<file path="config.mk">
export PLATFORM = sky130hd
export DESIGN_NAME = array_uart_receiver
export DESIGN_NICKNAME = d
export VERILOG_FILES = /design/src/rtl/array_uart_pkg.sv /design/src/rtl/uart_rx_byte.sv /design/src/rtl/array_uart_receiver.sv
export SDC_FILE = /design/constraint.sdc
export NUM_CORES = 1
export LEC_CHECK = 0
export ABC_AREA = 1
export ABC_CLOCK_PERIOD_IN_PS = 2700
export CORE_UTILIZATION = 40
export CTS_BUF_LIST = sky130_fd_sc_hd__clkbuf_2 sky130_fd_sc_hd__clkbuf_4 sky130_fd_sc_hd__clkbuf_8
export CTS_CLUSTER_SIZE = 28
export DETAILED_ROUTE_END_ITERATION = 6
export GPL_ROUTABILITY_DRIVEN = 0
export HOLD_SLACK_MARGIN = 0.12
export MAX_ROUTING_LAYER = met4
export SYNTH_ARGS = -nofsm -noshare
export SYNTH_HDL_FRONTEND = slang
export SYNTH_SLANG_ARGS = --single-unit
export TNS_END_PERCENT = 100
</file>
<file path="constraint.sdc">
create_clock -name clk -period 2.7 [get_ports clk]
set_input_delay 0.27 -clock clk [delete_from_list [all_inputs] [get_ports clk]]
set_output_delay 0.27 -clock clk [all_outputs]
set_load 0.03 [all_outputs]
</file>
<file path="src/rtl/array_uart_pkg.sv">
// Shared types and constants for the framed array UART receive path.
package array_uart_pkg;

   typedef enum logic [1:0] {HUNT, DATA, FOOTER} frame_state_t;
   typedef enum logic [1:0] {RX_IDLE, RX_START, RX_BITS, RX_STOP} rx_state_t;

   localparam logic [7:0] HEADER_BYTE = 8'hAA;
   localparam logic [7:0] FOOTER_BYTE = 8'h55;

   function automatic int calc_clks_per_bit(input int clock_freq, input int baud_rate);
      return clock_freq / baud_rate;
   endfunction

endpackage

</file>
<file path="src/rtl/uart_rx_byte.sv">
// Byte deserialiser: 2-flop synchroniser, start-edge qualification, 8N1 sampling.
module uart_rx_byte
   import array_uart_pkg::*;
#(
   parameter int CLKS_PER_BIT = 434
) (
   input  logic       clk,
   input  logic       rst,
   input  logic       uart_rx,
   output logic [7:0] data,
   output logic       byte_valid,
   output logic       byte_err
);

   localparam int CNT_W = $clog2(CLKS_PER_BIT);
   localparam logic [CNT_W-1:0] BIT_LAST  = CNT_W'(CLKS_PER_BIT - 1);
   localparam logic [CNT_W-1:0] HALF_LAST = CNT_W'(CLKS_PER_BIT / 2 - 1);

   logic             rx_p0, rx_p1, rx_p2;
   rx_state_t        state, state_d;
   logic [CNT_W-1:0] cnt;
   logic [2:0]       bit_idx;
   logic [7:0]       shift;
   logic             fall, tick_half, tick_bit;

   assign fall      = rx_p2 & ~rx_p1;
   assign tick_half = (cnt == HALF_LAST);
   assign tick_bit  = (cnt == BIT_LAST);
   assign data      = shift;

   // synchroniser stage; rx_p2 only serves the falling-edge detector
   always_ff @(posedge clk or posedge rst) begin
      if (rst) begin
         rx_p0 <= 1'b1;
         rx_p1 <= 1'b1;
         rx_p2 <= 1'b1;
      end else begin
         rx_p0 <= uart_rx;
         rx_p1 <= rx_p0;
         rx_p2 <= rx_p1;
      end
   end

   always_ff @(posedge clk or posedge rst) begin
      if (rst) state <= RX_IDLE;
      else     state <= state_d;
   end

   always_comb begin
      state_d = state;
      case (state)
         RX_IDLE:  if (fall) state_d = RX_START;
         RX_START: if (tick_half) state_d = rx_p1 ? RX_IDLE : RX_BITS;
         RX_BITS:  if (tick_bit && bit_idx == 3'd7) state_d = RX_STOP;
         RX_STOP:  if (tick_bit) state_d = RX_IDLE;
         default:  state_d = RX_IDLE;
      endcase
   end

   always_ff @(posedge clk or posedge rst) begin
      if (rst) begin
         cnt        <= '0;
         bit_idx    <= '0;
         byte_valid <= 1'b0;
         byte_err   <= 1'b0;
      end else begin
         byte_valid <= 1'b0;
         byte_err   <= 1'b0;
         if (state == RX_IDLE || state_d != state || (state == RX_BITS && tick_bit))
            cnt <= '0;
         else
            cnt <= cnt + 1'b1;
         if (state == RX_START)
            bit_idx <= '0;
         else if (state == RX_BITS && tick_bit)
            bit_idx <= bit_idx + 1'b1;
         if (state == RX_STOP && tick_bit) begin
            byte_valid <= rx_p1;
            byte_err   <= ~rx_p1;
         end
      end
   end

   // shift register holds its value from the last data bit through the stop sample
   always_ff @(posedge clk) begin
      if (state == RX_BITS && tick_bit)
         shift <= {rx_p1, shift[7:1]};
   end

endmodule

</file>
<file path="src/rtl/array_uart_receiver.sv">
// Framed array UART receiver: 0xAA header, NUM_WORDS LE words, 0x55 footer.
// Optional inter-byte timeout enabled by defining RX_TIMEOUT_EN.
module array_uart_receiver
   import array_uart_pkg::*;
#(
   parameter int CLOCK_FREQ   = 50_000_000,
   parameter int BAUD_RATE    = 115200,
   parameter int NUM_WORDS    = 1,
   parameter int TIMEOUT_BITS = 20
) (
   input  logic                    clk,
   input  logic                    rst,
   input  logic                    uart_rx,
   output logic [32*NUM_WORDS-1:0] data_array,
   output logic                    frame_valid,
   output logic                    frame_error,
   output logic                    busy
);

   localparam int CLKS_PER_BIT     = calc_clks_per_bit(CLOCK_FREQ, BAUD_RATE);
   localparam int TO_LIMIT         = TIMEOUT_BITS * CLKS_PER_BIT;
   localparam logic [3:0] LAST_WORD = 4'(NUM_WORDS - 1);

   logic [7:0]   byte_data;
   logic         byte_valid, byte_err;
   frame_state_t state, state_d;
   logic [3:0]   word_idx;
   logic [1:0]   byte_idx;
   logic         commit, abort, lane_wr, timeout;
   logic [NUM_WORDS-1:0][3:0][7:0] shadow;

   uart_rx_byte #(
      .CLKS_PER_BIT (CLKS_PER_BIT)
   ) u_rx_byte (
      .clk        (clk),
      .rst        (rst),
      .uart_rx    (uart_rx),
      .data       (byte_data),
      .byte_valid (byte_valid),
      .byte_err   (byte_err)
   );

`ifdef RX_TIMEOUT_EN
   localparam int TO_W = $clog2(TO_LIMIT + 1);
   logic [TO_W-1:0] to_cnt;

   always_ff @(posedge clk or posedge rst) begin
      if (rst)                             to_cnt <= '0;
      else if (state == HUNT || byte_valid) to_cnt <= '0;
      else                                  to_cnt <= to_cnt + 1'b1;
   end

   assign timeout = (state != HUNT) && (to_cnt == TO_W'(TO_LIMIT));
`else
   // no counter: a frame in progress waits indefinitely for its next byte
   assign timeout = (TO_LIMIT < 0);
`endif

   assign busy = (state != HUNT);

   always_ff @(posedge clk or posedge rst) begin
      if (rst) state <= HUNT;
      else     state <= state_d;
   end

   // a received byte takes priority over a timeout expiring in the same cycle
   always_comb begin
      state_d = state;
      commit  = 1'b0;
      abort   = 1'b0;
      lane_wr = 1'b0;
      case (state)
         HUNT: begin
            if (byte_valid && byte_data == HEADER_BYTE) state_d = DATA;
         end
         DATA: begin
            if (byte_err) begin
               abort   = 1'b1;
               state_d = HUNT;
            end else if (byte_valid) begin
               lane_wr = 1'b1;
               if (byte_idx == 2'd3 && word_idx == LAST_WORD) state_d = FOOTER;
            end else if (timeout) begin
               abort   = 1'b1;
               state_d = HUNT;
            end
         end
         FOOTER: begin
            if (byte_err) begin
               abort   = 1'b1;
               state_d = HUNT;
            end else if (byte_valid) begin
               commit  = (byte_data == FOOTER_BYTE);
               abort   = (byte_data != FOOTER_BYTE);
               state_d = HUNT;
            end else if (timeout) begin
               abort   = 1'b1;
               state_d = HUNT;
            end
         end
         default: state_d = HUNT;
      endcase
   end

   always_ff @(posedge clk or posedge rst) begin
      if (rst) begin
         word_idx    <= '0;
         byte_idx    <= '0;
         frame_valid <= 1'b0;
         frame_error <= 1'b0;
         data_array  <= '0;
      end else begin
         frame_valid <= commit;
         frame_error <= abort;
         if (state == HUNT) begin
            word_idx <= '0;
            byte_idx <= '0;
         end else if (lane_wr) begin
            byte_idx <= byte_idx + 1'b1;
            if (byte_idx == 2'd3 && word_idx != LAST_WORD) word_idx <= word_idx + 1'b1;
         end
         if (commit) data_array <= shadow;
      end
   end

   // shadow is fully rewritten by every frame before it can be committed
   always_ff @(posedge clk) begin
      if (lane_wr) begin
         for (int w = 0; w < NUM_WORDS; w++)
            if (word_idx == 4'(w)) shadow[w][byte_idx] <= byte_data;
      end
   end

endmodule

</file>
==> results.sh, run 1 <==
export IMPL_grt_use_total_pct=15.0
export IMPL_cts_tree="built"
export IMPL_yosysUniqueCellTypes=26
export IMPL_yosysWarnings=0
export IMPL_tns_ns=0
export IMPL_max_clock_path_buffers=2
export IMPL_cts_resized=0
export IMPL_cp_cell_sequence="inv_1, ha_1, clkinv_1, clkdlybuf4s50_1"
export IMPL_grt_pass1_wl_um=11600
export IMPL_clkPwrFrac_pct=35.0
export IMPL_ff2ff_setup_slack_ns=0.49
export IMPL_clock_sinks=101
export IMPL_htree_levels=3
export IMPL_antenna_found_initial=0
export IMPL_setup_viol=0
export IMPL_nets=444
export IMPL_syn_num_nets=400
export IMPL_numCtsBuffers=9
export IMPL_final_area_um2=4800
export IMPL_max_stage_delay_ns=0.67
export IMPL_cap_violations=0
export IMPL_post_route_cells_drive_above_1_share_pct=7.64
export IMPL_die_w_um=103
export IMPL_skew_ns=0.00995
export IMPL_drc_errors=0
export IMPL_power_switching_uw=685
export IMPL_criticalPathCategory="flip-flop to primary output"
export IMPL_clk_pin_slew_ns=0.10
export IMPL_grt_setup_unrepaired="false"
export IMPL_holdBufCountCts=0
export IMPL_p_sw_share_pct=24.3
export IMPL_io_buffers=37
export IMPL_core_region_area_um2=9820
export IMPL_avgSynthCellArea_um2=10.7
export IMPL_hold_viol_final=0
export IMPL_yosys_top_cells_area="dfrtp_1 36%, edfxtp_1 29%, nand2_1 12%, ha_1 4.3%, inv_1 3.4%"
export IMPL_hold_path_class="primary input to async pin"
export IMPL_dr_first_iter_drc_count=88
export IMPL_report_final_slew_viol_count=0
export IMPL_fp_dieH_um=103
export IMPL_drt_total_wl_um=7010
export IMPL_synth_top_area_cell="dfrtp_1"
export IMPL_grt_pass1_vias=2408
export IMPL_drtAntennaViolNets=0
export IMPL_fmax_mhz=448
export IMPL_status="finished, final reports clean"
export IMPL_cp_start_kind="flip-flop"
export IMPL_clk_latency_ns=0.36
export IMPL_grt_util_met1_pct=19.3
export IMPL_grt_overflow=0
export IMPL_max_vdd_ir_drop_mv=0.345
export IMPL_layout_commonest_cell="nand2_1"
export IMPL_grt_use_met2_pct=23.3
export IMPL_post_cts_buffers=0
export IMPL_critPathMaxFanout=9
export IMPL_dp_hpwl_um=4760
export IMPL_cp_slowest_cell="clkdlybuf4s50_1"
export IMPL_n_antenna_cell=0
export IMPL_grt_busiest_layer="met2"
export IMPL_die_area_um2=10600
export IMPL_seqPwrFrac_pct=59.2
export IMPL_syn_to_final_growth_pct=17.7
export IMPL_crit_family="buffers and inverters"
export IMPL_synth_seq_cells=101
export IMPL_wl_per_cell_um=12.4
export IMPL_cp_data_required_time_ns=2.43
export IMPL_slew_headroom_pct=55.6
export IMPL_rows=36
export IMPL_grt_max_degree=34
export IMPL_power_density_nw_per_um2=587
export IMPL_end_kind="primary output"
export IMPL_period_share_pct=82.6
export IMPL_io_pins=38
export IMPL_start_util_pct=41.6
export IMPL_via_per_inst=4.56
export IMPL_cp_buffers_inverters=3
export IMPL_finalCriticalPeriod_ns=2.23
export IMPL_routed_via_count=2578
export IMPL_worst_ep_arrival_time_ns=1.96
export IMPL_firstDrtPassIters=4
export IMPL_dpl_cell_area_um2=4600
export IMPL_root_buffer="clkbuf_8"
export IMPL_p_int_uw=2130
export IMPL_grtUsageMet3_pct=3.12
export IMPL_comb_power_share_pct=5.7
export IMPL_netlist_area_leader_share_pct=35.6
export IMPL_final_cell_mix="132 x nand2_1, 58 x dfrtp_1, 40 x edfxtp_1, 37 x clkdlybuf4s50_1, 36 x inv_1"
export IMPL_power_leakage_uw=0.00214
export IMPL_synth_area_um2=4080
export IMPL_synth_seq_area_share_pct=66.9
export IMPL_syn_inst=383
export IMPL_tightest_slew_ns=0.663
-- area by class of cell --
cell class / count / area (um2)
fillers: 959 / 5010
flip-flops and latches: 101 / 2730
multi-input cells: 236 / 1150
repair buffers: 39 / 398
well taps: 133 / 166
inverters: 40 / 150
clock buffers: 9 / 124
clock inverters: 7 / 81.3
-- per-stage QoR --
stage / hold WS, ns / power [uW] / worst slack, ns / instances / util [%]
4_1_cts: 0.289 / 2860 / 0.447 / 565 / 48.9
3_5_place_dp: 0.353 / 1870 / 0.533 / 549 / 46.8
6_report: 0.297 / 2820 / 0.469 / 565 / 48.9
3_3_place_gp: 0.346 / 1860 / 0.660 / 549 / 46.8
5_1_grt: 0.285 / 2950 / 0.349 / 565 / 48.9
2_1_floorplan: 0.274 / 1820 / 0.915 / 383 / -
-- kinds of logic after synthesis --
kind of cell	Yosys count	synth area share (%)
AO/OA/AOI/OAI	13	1.59
buffers and inverters	46	4.84
adder cells (fa/ha/maj)	14	4.29
flip-flops	101	66.9
XOR/XNOR	8	1.72
AND/OR/NAND/NOR	201	20.7
-- sequential cells by signal (all words and copies together) (netlist names) --
signal	flops
byte_idx	2
frame_valid	1
u_rx_byte.bit_idx	3
u_rx_byte.byte_valid	1
u_rx_byte.rx_p0	1
frame_error	1
state	2
u_rx_byte.state	2
u_rx_byte.rx_p2	1
u_rx_byte.rx_p1	1
shadow	32
u_rx_byte.cnt	9
u_rx_byte.byte_err	1
data_array	32
u_rx_byte.data	8
word_idx	4
-- synthesized netlist by cell type, drive strengths merged --
library cell	n
a21oi	1
buf	5
clkbuf	1
clkinv	1
dfrtp	58
dfstp	3
edfxtp	40
ha	14
inv	39
nand2	136
nand3	24
nand4	5
nor2	31
nor3	5
o21ai	12
xnor2	1
xor2	7
-- metal layers --
layer | vias up | share of wire, %
met2 | 43 | 46
met3 | 12 | 3.8
met4 | 0 | 1.2
met5 | - | 0
met1 | 1217 | 49
li1 | 1306 | -
-- final timing paths --
kind	start	endpoint	cells past startpoint
min in group clk	uart_rx	u_rx_byte.rx_p0	1
min reg2reg	u_rx_byte.rx_p0	u_rx_byte.rx_p1	0
max in group asynchronous	rst	u_rx_byte.rx_p2	3
max reg2reg	state[1]	shadow[29]	6
min	rst	state[1]	2
max	state[1]	busy	4
-- power by group through the flow --
stage | Combinational (uW) | Sequential [uW] | Clock, uW
after CTS | 167 | 1670 | 1020
after floorplan | 130 | 1690 | 0
after global placement | 161 | 1700 | 0
final | 162 | 1670 | 987
after detailed placement | 166 | 1700 | 0
after global routing | 201 | 1680 | 1070
Note: power is estimated with default switching activity, not from simulation.
==> run 2, diff against run 1 <==
Settings changed: ABC_CLOCK_PERIOD_IN_PS 2700 to 1900.
Clock period 2.7 ns to 1.9 ns, I/O delays scaled along.
==> results.sh, run 2 (synthesis results as in run 1) <==
export IMPL_core_region_area_um2=9820
export IMPL_cp_data_required_time_ns=1.98
export IMPL_dr_first_iter_drc_count=95
export IMPL_r2r_end="shadow[2]"
export IMPL_numCtsBuffers=9
export IMPL_drt_total_wl_um=7050
export IMPL_post_place_ws_ns=0.0537
export IMPL_cts_tree="built"
export IMPL_post_route_util_pct=49.6
export IMPL_cp_start_kind="flip-flop"
export IMPL_htree_levels=3
export IMPL_grt_max_degree=62
export IMPL_status="finished, final reports clean"
export IMPL_antenna_found_initial=0
export IMPL_drc_errors=0
export IMPL_end_kind="flip-flop"
export IMPL_holdBufCountCts=0
export IMPL_worst_ep_arrival_time_ns=1.87
export IMPL_final_area_um2=4870
export IMPL_hold_path_class="primary input to async pin"
export IMPL_max_clock_path_buffers=2
export IMPL_routed_via_count=2612
export IMPL_max_vdd_ir_drop_mv=0.400
export IMPL_fp_dieH_um=103
export IMPL_ff2ff_setup_slack_ns=0.11
export IMPL_power_density_nw_per_um2=792
export IMPL_finalCriticalPeriod_ns=1.79
export IMPL_die_area_um2=10600
export IMPL_syn_to_final_growth_pct=19.4
export IMPL_largestRegisters="data_array: 32 flops, shadow: 32 flops, u_rx_byte.cnt: 9 flops"
export IMPL_fin_cells=576
export IMPL_via_per_inst=4.53
export IMPL_period_share_pct=94.3
export IMPL_tightest_slew_ns=0.416
export IMPL_nets=455
export IMPL_layout_commonest_cell="nand2_1"
export IMPL_root_buffer="clkbuf_8"
export IMPL_dp_hpwl_um=4690
export IMPL_holdWs_ns=0.194
export IMPL_fillers=933
export IMPL_dpl_cell_area_um2=4670
export IMPL_start_util_pct=41.6
export IMPL_n_antenna_cell=0
export IMPL_grt_use_total_pct=15.4
export IMPL_firstDrtPassIters=4
export IMPL_die_w_um=103
export IMPL_slew_headroom_pct=72.2
export IMPL_grt_pass1_wl_um=12000
export IMPL_report_final_slew_viol_count=0
export IMPL_criticalPathCategory="flip-flop to flip-flop"
export IMPL_io_buffers=37
export IMPL_clk_pin_slew_ns=0.10
export IMPL_skew_ns=0.00842
export IMPL_power_leakage_uw=0.00217
export IMPL_critPathMaxFanout=8
export IMPL_wl_per_cell_um=12.2
export IMPL_placedCellCount=559
export IMPL_io_pins=38
export IMPL_post_route_cells_drive_above_1_share_pct=10.6
export IMPL_final_cell_mix="131 x nand2_1, 58 x dfrtp_1, 40 x edfxtp_1, 36 x inv_1, 36 x clkdlybuf4s50_1"
export IMPL_crit_reg2reg_launch="state[1]"
export IMPL_layout_setup_ws_ns=0.109
export IMPL_ff2ff_path_depth=7
export IMPL_clk_latency_ns=0.36
export IMPL_setup_viol=0
export IMPL_hold_viol_final=0
export IMPL_grt_overflow=0
export IMPL_clock_sinks=101
export IMPL_cap_violations=0
export IMPL_fmax_mhz=558
export IMPL_grt_pass1_vias=2527
export IMPL_rows=36
export IMPL_drtAntennaViolNets=0
==> run 2: changes by cell type in the layout (fill, tap and decap cells not counted), sizes merged <==
cell           delta
clkinv            -2
clkbuf            +1
bufinv            -1
buf              +11
inv               -3
clkdlybuf4s50     -1
clkinvlp          +5
dlygate4sd2       +1
==> run 2: what timing repair did <==
item / in CTS / in global routing
buffers inserted: 0 / 1
hold endpoints to repair: 0 / 0
resized for setup: 1 / 5
endpoints found under the setup margin: 1 / 51
pin swaps: 0 / 3
==> run 2: critical path, stage by stage (launching register included) <==
cell and delay, ns:
dfrtp_1 0.39, inv_1 0.08, ha_2 0.19, nand2_2 0.08, nor2_4 0.14, nand4_1 0.24
nor2_1 0.19, buf_4 0.18
==> run 2: routing by layer <==
| layer | wire [um] | up-vias | track usage (%) | share of wire [%] |
|---|---|---|---|---|
| li1 | - | 1324 | - | - |
| met1 | 3500 | 1221 | 19.6 | 50 |
| met2 | 3150 | 53 | 24.1 | 45 |
| met3 | 271 | 14 | 3.80 | 3.8 |
| met4 | 121 | 0 | 5.53 | 1.7 |
| met5 | 0 | - | - | 0 |
==> run 2: power breakdown <==
part           total [uW]  switching [uW]  leakage (uW)  internal (uW)
clock                1260             760     0.0000761            500
combinational         229             138      0.000902           90.5
sequential           2370            61.7       0.00119           2310
total                3860             960       0.00217           2900
==> run 2: stage by stage <==
stage	TNS (ns)	total power, uW
final	0	3860
after global routing	-0.0197	4030
after CTS	0	3910
after detailed placement	0	2650
after global placement	0	2650
after floorplan	0	2590
==> run 2: final cells by class <==
type / instances / area [um2] / area share, %
timing repair buffer: 50 / 479 / 9.83
tap: 133 / 166 / 3.41
sequential: 101 / 2730 / 56.0
clock buffer: 10 / 131 / 2.70
clock inverter: 6 / 48.8 / 1.00
multi-input combinational: 236 / 1170 / 23.9
inverter: 40 / 151 / 3.11
==> run 2: how the worst max path moves through the flow <==
| stage | from | end | slack, ns |
|---|---|---|---|
| floorplan | state[1] | shadow[0] | 0.12 |
| global placement | state[1] | shadow[6] | 0.14 |
| detailed placement | state[1] | shadow[4] | 0.05 |
| CTS | state[1] | shadow[1] | 0.03 |
| global route | state[1] | shadow[2] | -0.005 |
| finish | state[1] | shadow[2] | 0.11 |
==> run 3, diff against run 2 <==
Settings changed: ABC_CLOCK_PERIOD_IN_PS 1900 to 1500, SKIP_CTS_REPAIR_TIMING set to 1.
Clock period 1.9 ns to 1.5 ns, I/O delays scaled along.
==> results.sh, run 3 (synthesis results as in run 1) <==
export IMPL_p_int_uw=3770
export IMPL_r2r_end="shadow[31]"
export IMPL_cp_startpoint="state[1]"
export IMPL_power_switching_uw=1340
export IMPL_power_leakage_uw=0.00301
export IMPL_crit_top_cell="nor2_4"
export IMPL_via_per_inst=4.60
export IMPL_tightest_slew_ns=0.341
export IMPL_dp_hpwl_um=5060
export IMPL_critPathMaxFanout=8
export IMPL_drtAntennaViolNets=0
export IMPL_post_route_cells_drive_above_1_share_pct=20.1
export IMPL_fp_dieH_um=103
export IMPL_layout_setup_ws_ns=-0.0696
export IMPL_grt_overflow=0
export IMPL_crit_end="shadow[31]"
export IMPL_comb_power_share_pct=8.2
export IMPL_cp_data_required_time_ns=1.59
export IMPL_routed_via_count=2760
export IMPL_dr_first_iter_drc_count=71
export IMPL_ff2ff_setup_slack_ns=-0.07
export IMPL_max_vdd_ir_drop_mv=0.660
export IMPL_power_density_nw_per_um2=950
export IMPL_max_clock_path_buffers=2
export IMPL_report_final_slew_viol_count=0
export IMPL_placedCellCount=572
export IMPL_post_place_ws_ns=-0.125
export IMPL_cp_cell_sequence="inv_2, ha_4, nand2_4, nor2_4, nand4_1, buf_6, nor2_4, buf_12"
export IMPL_n_antenna_cell=0
export IMPL_numCtsBuffers=9
export IMPL_hold_path_class="primary input to flip-flop"
export IMPL_start_util_pct=41.6
export IMPL_rows=36
export IMPL_clkPwrFrac_pct=32.8
export IMPL_final_cell_mix="127 x nand2_1, 57 x dfrtp_1, 40 x edfxtp_1, 34 x dlymetal6s2s_1, 32 x inv_1"
export IMPL_grt_use_total_pct=16.1
export IMPL_largestRegisters="data_array: 32 flops, shadow: 32 flops, u_rx_byte.cnt: 9 flops"
export IMPL_p_sw_share_pct=26.3
export IMPL_worst_ep_arrival_time_ns=1.66
export IMPL_io_buffers=37
export IMPL_fillers=882
export IMPL_clk_latency_ns=0.37
export IMPL_setup_viol=59
export IMPL_clk_pin_slew_ns=0.10
export IMPL_slew_headroom_pct=77.3
export IMPL_drt_total_wl_um=8050
export IMPL_period_share_pct=105
export IMPL_layout_commonest_cell="nand2_1"
export IMPL_criticalPathCategory="flip-flop to flip-flop"
export IMPL_nets=479
export IMPL_syn_to_final_growth_pct=31.7
export IMPL_cts_tree="built"
export IMPL_core_region_area_um2=9820
export IMPL_ff2ff_path_depth=8
export IMPL_root_buffer="clkbuf_8"
export IMPL_htree_levels=3
export IMPL_max_stage_delay_ns=0.40
export IMPL_skew_ns=0.0120
export IMPL_seqPwrFrac_pct=59.0
export IMPL_clock_sinks=101
export IMPL_die_area_um2=10600
export IMPL_end_kind="flip-flop"
export IMPL_violations="negative setup slack"
export IMPL_crit_reg2reg_launch="state[1]"
export IMPL_cp_slowest_cell="dfrtp_1"
export IMPL_io_pins=38
export IMPL_grt_max_degree=62
export IMPL_cp_start_kind="flip-flop"
export IMPL_wl_per_cell_um=13.4
export IMPL_status="finished with violations"
export IMPL_firstDrtPassIters=4
export IMPL_die_w_um=103
export IMPL_finalCriticalPeriod_ns=1.57
export IMPL_drc_errors=0
export IMPL_grt_pass1_wl_um=12400
export IMPL_fmax_mhz=637
export IMPL_grt_pass1_vias=2686
export IMPL_grt_setup_unrepaired="true"
export IMPL_antenna_found_initial=0
export IMPL_fin_cells=600
export IMPL_hold_viol_final=0
export IMPL_cap_violations=0
[run 3: cell count changes in the layout (fill, tap and decap cells not counted), moves of 6 or more]
cell             change
clkdlybuf4s50_1     -34
dlymetal6s2s_1      +34
buf_4               +14
nor2_1               -6
[run 3: how the worst min path moves through the flow]
stage / endpoint / cells after the start / from / slack, ns
2_1_floorplan: u_rx_byte.rx_p0 / 0 / uart_rx / 0.15
3_3_place_gp: u_rx_byte.rx_p1 / 0 / u_rx_byte.rx_p0 / 0.35
3_5_place_dp: u_rx_byte.rx_p1 / 0 / u_rx_byte.rx_p0 / 0.35
4_1_cts: u_rx_byte.rx_p0 / 1 / uart_rx / 0.15
5_1_grt: u_rx_byte.rx_p0 / 1 / uart_rx / 0.16
6_report: u_rx_byte.rx_p0 / 1 / uart_rx / 0.17
[run 3: area by class of cell]
type                            instances  area [um2]  share of cell area, %
Tap cell                              133         166                   3.09
Timing Repair Buffer                   73         850                   15.8
Sequential cell                       101        2730                   50.8
Clock buffer                            9         124                   2.30
Multi-Input combinational cell        237        1280                   23.8
Inverter                               40         156                   2.91
Clock inverter                          7        67.6                   1.26
[run 3: through the flow]
stage          setup TNS (ns)  utilization [%]  area [um2]  total power, uW  hold slack (ns)
6_report                -2.19             54.8        5380             5110            0.174
2_1_floorplan           -5.84                -        4110             3280            0.154
3_5_place_dp            -3.70             49.4        4850             3390            0.349
5_1_grt                 -8.15             54.8        5380             5340            0.161
4_1_cts                 -7.61             51.4        5040             5070            0.153
3_3_place_gp            -2.18             49.4        4850             3370            0.346
[run 3: critical path, delay by kind of cell (launching register included)]
kind | cells | cell delay (ns)
flip-flops | 1 | 0.40
AND/OR/NAND/NOR | 4 | 0.37
buffers and inverters | 3 | 0.37
adder cells (fa/ha/maj) | 1 | 0.15
[run 3: layer usage]
metal / vias up / track usage (%) / share of wire (%)
li1: 1388 / - / -
met1: 1312 / 17.3 / 44
met2: 49 / 28.7 / 52
met3: 11 / 4.81 / 3.2
met4: 0 / 4.77 / 1.1
met5: - / - / 0
[run 3: power groups by stage]
stage / logic (uW) / clock network (uW) / registers [uW]
2_1_floorplan: 234 / 0 / 3050
3_3_place_gp: 312 / 0 / 3060
3_5_place_dp: 328 / 0 / 3060
4_1_cts: 328 / 1740 / 3010
5_1_grt: 470 / 1840 / 3030
6_report: 420 / 1670 / 3010
==> RTL edit, RTL diff (settings of run 3) <==
Set the parameter `CLOCK_FREQ` to 25_000_000 (it was 50_000_000).
--- a/src/rtl/array_uart_receiver.sv
+++ b/src/rtl/array_uart_receiver.sv
@@ -4,5 +4,5 @@
    import array_uart_pkg::*;
 #(
-   parameter int CLOCK_FREQ   = 50_000_000,
+   parameter int CLOCK_FREQ   = 25_000_000,
    parameter int BAUD_RATE    = 115200,
    parameter int NUM_WORDS    = 1,
Behaviour: no difference found for any inputs over 10 cycles, from zero or initial values and one cycle with rst high; that may be too few to reach the edited logic, so the function may still have changed.
==> RTL edit against run 3 <==
- the flow still finishes with violations (negative setup slack)
- global-route usage hardly changed
- synthesized area is 1.6% lower
- sequential cell count is 1 lower
- power is 1.6% higher
- via count is 0.72% lower
- setup slack better by 8.7 ps
- clock skew is 2.8 ps higher
- final area is 3.7% higher
- routed wire length is 2.0% higher
- critical path type unchanged
==> RTL edit: results (changes against run 3) <==
1st-iter DRT viols 126 (was 71); clock skew 14.9 ps (was 12.0 ps); GRT Util Overall 16.2% (was 16.1%); slew margin rel. 77.4% (was 77.3%); initial antenna violation count 0 (unchanged); outcome finished, violations left (unchanged); Post-DP HPWL 4920 um (was 5060 um); failing checks negative setup slack (unchanged); ys async rst share 60.0% (was 60.4%); leakage 3.17 nW (was 3.01 nW); largest net degree at the start of global routing 61 (was 62); clk_lat worst skew 370 ps (about the same); number of global-route vias before repair 2667 (was 2686); P_clk 1.63 mW (was 1.67 mW); endpoints failing setup 33 (was 59); final WL 8220 um (was 8050 um); sequential power 2.96 mW (was 3.01 mW); top cells by area, synth dfrtp_1 36%, edfxtp_1 30%, nand2_1 13% (was dfrtp_1 36%, edfxtp_1 29%, nand2_1 12%); top flop regs data_array: 32 flops, shadow: 32 flops (was data_array: 32 flops, shadow: 32 flops, u_rx_byte.cnt: 9 flops); post-synthesis net count 389 (was 400); Post-synth top cells 139 x nand2_1, 57 x dfrtp_1, 40 x edfxtp_1 (was 132 x nand2_1, 58 x dfrtp_1, 40 x edfxtp_1); share of cells above drive strength 1 29.4% (was 20.1%); sequential share of power 57.1% (was 59.0%); CP arrival 1640 ps (was 1660 ps); setup ws final -60.9 ps (was -69.6 ps); global-route wire length before repair 12300 um (was 12400 um); dpl ws -91.2 ps (was -125 ps); vias per cell 4.61 (was 4.60); synth unique cells 25 (was 26); nets 473 (was 479); Int Power 3.84 mW (was 3.77 mW)
RTL edit: worst max-delay path: stages (launching register included):
cell and delay [ps]:
dfrtp_1 390, inv_2 60, ha_2 170, nand2_2 80, nor2_4 80, nand4_1 100, buf_6 160, nor2_2 90
buf_6 140
RTL edit: routing by layer:
layer  GRT usage (%)  wire, um  share of wire [%]
met1            18.8      3530                 43
met2            27.3      4280                 52
met3            4.58       344                4.2
met4            4.84        63               0.77
met5               -         0                  0
RTL edit: cells by family (layout without fill, tap and decap cells):
kind of cell	count (synthesis)	count (layout)	synth area share (%)
xor+xnor	6	6	1.31
buf+inv	44	133	4.77
flops	100	100	67.4
fa+ha+maj	13	13	4.05
compound gates	12	12	1.50
simple gates	198	198	21.0
RTL edit: path summary, 6_finish.rpt:
kind / startpoint / end / slack [ps] / cells after the start
setup reg to reg: state[1] / shadow[26] / -60 / 8
hold / removal: uart_rx / u_rx_byte.rx_p0 / 190 / 1
max in group asynchronous: rst / u_rx_byte.rx_p1 / 1000 / 3
setup / recovery: state[1] / shadow[26] / -60 / 8
hold reg to reg: u_rx_byte.rx_p0 / u_rx_byte.rx_p1 / 360 / 0
min in group asynchronous: rst / data_array[15] / 200 / 3
RTL edit: cell type report:
class,instances,area [um2]
Clock buffer,10,131
Fill cell,843,4200
Inverter,38,158
Tap cell,133,166
Clock inverter,6,57.6
Timing Repair Buffer,79,936
Multi-Input combinational cell,229,1420
Sequential cell,100,2710
RTL edit: stage by stage:
step	area, um2	cells	TNS, ps
6_report	5580	595	-1600
5_1_grt	5580	595	-5290
4_1_cts	4980	581	-5490
3_5_place_dp	4790	565	-2570
3_3_place_gp	4790	565	-1500
2_1_floorplan	4050	373	-5840
